==> src/rtl/add4_core.sv <==
// add4_core: unsigned WIDTH-bit ripple-carry adder with a registered status
// side-channel.
//
// Ports:
//   ck      in   system clock; registered outputs update on the rising edge
//   rst     in   asynchronous active-high reset; clears all registered outputs
//   s       out  [WIDTH:0]   combinational sum a+b (carry-out in the MSB)
//   a, b    in   [WIDTH-1:0] unsigned operands
//   s_q     out  [WIDTH:0]   registered copy of s
//   cout_q  out  registered carry-out
//   ovf_q   out  registered signed overflow of a+b
//   zero_q  out  registered flag, low WIDTH bits of the sum are zero
//
// The sum path is a structural carry chain built from one full-adder cell
// per bit. It has no clock or reset dependency, so s can be sampled in the
// same cycle the operands change.

// One bit of the carry chain: generate/propagate full adder.
// Ports: a, b operand bits; ci carry in; s sum bit; co carry out.
module add4_bit (
    input  logic a,
    input  logic b,
    input  logic ci,
    output logic s,
    output logic co
);
    logic g;
    logic p;

    assign g  = a & b;
    assign p  = a ^ b;
    assign s  = p ^ ci;
    assign co = g | (p & ci);
endmodule

module add4_core #(
    parameter int WIDTH = 4
) (
    input  logic             ck,
    input  logic             rst,
    output logic [WIDTH:0]   s,
    input  logic [WIDTH-1:0] a,
    input  logic [WIDTH-1:0] b,
    output logic [WIDTH:0]   s_q,
    output logic             cout_q,
    output logic             ovf_q,
    output logic             zero_q
);
    localparam int MSB = WIDTH - 1;

    logic [WIDTH:0]   carry;
    logic [WIDTH-1:0] sum_lo;
    logic             ovf;
    logic             zero;

    // Carry into bit 0 is tied low: plain unsigned add, no carry-in port.
    assign carry[0] = 1'b0;

    for (genvar i = 0; i < WIDTH; i++) begin : g_bit
        add4_bit u_bit (
            .a  (a[i]),
            .b  (b[i]),
            .ci (carry[i]),
            .s  (sum_lo[i]),
            .co (carry[i+1])
        );
    end

    assign s = {carry[WIDTH], sum_lo};

    // Signed overflow: operands share a sign and the result sign differs.
    assign ovf  = (a[MSB] == b[MSB]) && (sum_lo[MSB] != a[MSB]);
    assign zero = (sum_lo == '0);

    always_ff @(posedge ck or posedge rst) begin
        if (rst) begin
            s_q    <= '0;
            cout_q <= 1'b0;
            ovf_q  <= 1'b0;
            zero_q <= 1'b0;
        end else begin
            s_q    <= s;
            cout_q <= carry[WIDTH];
            ovf_q  <= ovf;
            zero_q <= zero;
        end
    end
endmodule

==> config.mk <==
export PLATFORM = sky130hd
export DESIGN_NAME = add4_core
export DESIGN_NICKNAME = d
export VERILOG_FILES = /design/src/rtl/add4_core.sv
export SDC_FILE = /design/constraint.sdc
export NUM_CORES = 1
export LEC_CHECK = 0
export CAP_MARGIN = 20
export CORE_AREA = 5 5 42 44
export CTS_BUF_LIST = sky130_fd_sc_hd__clkbuf_16
export CTS_CLUSTER_DIAMETER = 200
export DETAILED_ROUTE_END_ITERATION = 8
export DIE_AREA = 0 0 47 49
export GPL_TIMING_DRIVEN = 0
export PLACE_DENSITY = 0.65
export SYNTH_ARGS = -nofsm -noshare
export SYNTH_HDL_FRONTEND = slang
export SYNTH_SLANG_ARGS = --single-unit
==> constraint.sdc <==
create_clock -name ck -period 2.9 [get_ports ck]
set_input_delay 0.435 -clock ck [delete_from_list [all_inputs] [get_ports ck]]
set_output_delay 0.435 -clock ck [all_outputs]
set_load 0.05 [all_outputs]
==> results.json <==
{
  "worst_pin_slew_ns": 0.509,
  "p_leak_nw": 0.384,
  "grt.overflow.total": 0,
  "avgSynthCellArea_um2": 11.6,
  "synth_top_area_share_pct": 47.1,
  "fin_crit_sh_pct": 96.2,
  "cts_num_sinks": 7,
  "grt_pass1_wl_mm": 1.17,
  "antenna_cells": 0,
  "antenna_found_initial": 0,
  "ys_types": 9,
  "num_vias": 284,
  "cp_top_family": "adder cells",
  "first_pass_iters": 1,
  "design_power_total_mw": 0.570,
  "ys_async_sr_fraction_pct": 100,
  "synth-edff-count": 0,
  "std_cell_rows": 14,
  "drtAntennaViolNets": 0,
  "max_freq_mhz": 358,
  "relSlewSlack_pct": 66.0,
  "initial_core_util_pct": 26.5,
  "cp.required_ns": 2.47,
  "synthCells": 32,
  "hold_ws_ns": 0.440,
  "avgViaCountPerCell": 3.51,
  "hold_class": "primary input to asynchronous set/reset pin",
  "portBuffers": 22,
  "cp_max_fo": 2,
  "grt_pass1_vias": 322,
  "drv_slew": 0,
  "hold_viol_final": 0,
  "cpMaxStageDelayCell": "fa_1",
  "finalWirelength_um": 682,
  "setup_viol": 0,
  "die_y_um": 49,
  "clkTransAtPathRegs_ns": 0.03,
  "dieWidth_um": 47,
  "place_hpwl_um": 544,
  "grt_usage_pct": 7.13,
  "cts-root-buf": "clkbuf_16",
  "synth_common_cells": "inv_1 (10), dfrtp_1 (7), buf_4 (6), fa_1 (3), ha_1 (2)",
  "design.die.area_um2": 2300,
  "synth_area_um2": 372,
  "numCtsBuffers": 3,
  "place_area_um2": 612,
  "arrival_ns": 2.35,
  "coreArea_um2": 1400,
  "wl_per_cell_um": 8.42,
  "drc": 0,
  "crit_top_cell": "inv_2",
  "rsz0062_at_grt": "no",
  "worst_setup_path_end_kind": "output pin",
  "ys_ff_latch": 7,
  "stdcell_area_um2": 749,
  "synth.area.top_cells": "dfrtp_1 (47%), fa_1 (16%), buf_4 (12%)",
  "ys_seq_area_share_pct": 47.1,
  "final_cells": 81,
  "drt_iter0_markers": 0,
  "synth_top_area_cell": "dfrtp_1",
  "critPathLaunchType": "primary input",
  "path_class": "primary input to output pin",
  "synth_most_common_cell": "inv_1",
  "yosys_warnings": 0,
  "ys.flop_type": "dfrtp_1",
  "areaGrowthSynthToFinish_pct": 102,
  "fin_util_pct": 53.5,
  "num-fill-cells": 142,
  "grt_max_degree": 8,
  "cts_tree": "yes",
  "syn-num-nets": 47,
  "dp.cells": 70,
  "fin_crit_ns": 2.79,
  "max-vdd-ir-drop_mv": 0.211,
  "outcome": "finished clean",
  "layout.nets": 81,
  "slowest_delay_ns": 0.50,
  "ios": 23,
  "drive_above_1_share_pct": 43.1,
  "power_density_nw_per_um2": 761,
  "path_cells": "clkdlybuf4s50_1 > inv_1 > fa_2 > inv_2 > fa_2 > inv_2 > fa_1 > inv_2 > buf_4 > buf_8",
  "max_cap_viol_count": 0,
  "gp_congestion": 0.597,
  "cts_htree_levels": 1,
  "cts_buffer_depth": 2,
  "cp_num_buf_inv": 7
}
==> power breakdown <==
| group | total (mW) | switching, mW | internal (mW) | leakage (nW) |
|---|---|---|---|---|
| clock | 0.225 | 0.0466 | 0.179 | 0.0423 |
| sequential | 0.115 | 0.00326 | 0.112 | 0.0850 |
| combinational | 0.230 | 0.132 | 0.0982 | 0.257 |
==> stage by stage <==
stage          setup TNS [ns]  setup slack, ns
2_1_floorplan               0            0.474
3_3_place_gp            -1.71           -0.746
3_5_place_dp            -1.69           -0.738
4_1_cts                     0         0.000723
5_1_grt                     0           0.0471
6_report                    0            0.110
==> routing by layer <==
metal  part of all wire (%)  vias to the layer above  global-route usage (%)  routed length, µm
li1                       -                      148                       -                  -
met1                     34                      121                    7.08                233
met2                     54                       15                    11.5                366
met3                     12                        0                    1.11                 82
met4                      0                        0                    6.91                  0
met5                      0                        -                       0                  0
==> placed cells by master (no fill, tap or decap), types with 2 or more instances in the layout <==
cell type	netlist	routed
dlygate4sd2_1	0	3
buf_4	6	13
fa_2	0	2
clkdlybuf4s50_1	0	16
inv_2	1	6
dfrtp_1	7	7
inv_1	10	6
clkbuf_16	0	3
==> cells by family after synthesis <==
kind of cell               synth area share (%)
buffers and inverters                      23.2
DFF                                        47.1
adders and majority gates                  22.9
and+or+nand+nor                            4.38
xor gates and xnor gates                   2.36
==> path summary, 6_finish.rpt <==
check	start	end	slack, ns	depth (start not counted)
worst max-delay path	b[1]	s[3]	0.11	10
max in group asynchronous	rst	s_q[0]	2.27	2
worst min-delay path	rst	cout_q	0.44	2
min in group ck	a[0]	s_q[0]	0.62	2
==> registers in the layout, summed over array words and instances, names as in the netlist <==
| name | cells |
|---|---|
| s_q | 4 |
| cout_q | 1 |
| ovf_q | 1 |
| zero_q | 1 |
==> what timing repair did <==
action                     in CTS  in global routing
buffers inserted                6                  1
setup endpoints to repair       4                  3
hold buffers                    0                  0
pin swaps                       4                  2
resized for setup              23                  2
cloned                          0                  0
==> layout make-up <==
cell class / count / area [µm²] / area share (%)
Clock inverter: 1 / 3.75 / 0.501
Timing Repair Buffer: 29 / 272 / 36.2
Tap cell: 16 / 20.0 / 2.67
Multi-Input combinational cell: 8 / 118 / 15.7
Clock buffer: 3 / 75.1 / 10.0
Sequential cell: 7 / 175 / 23.4
Buffer: 6 / 45.0 / 6.01
Inverter: 11 / 41.3 / 5.51
Power figures use the tool's default switching activity.
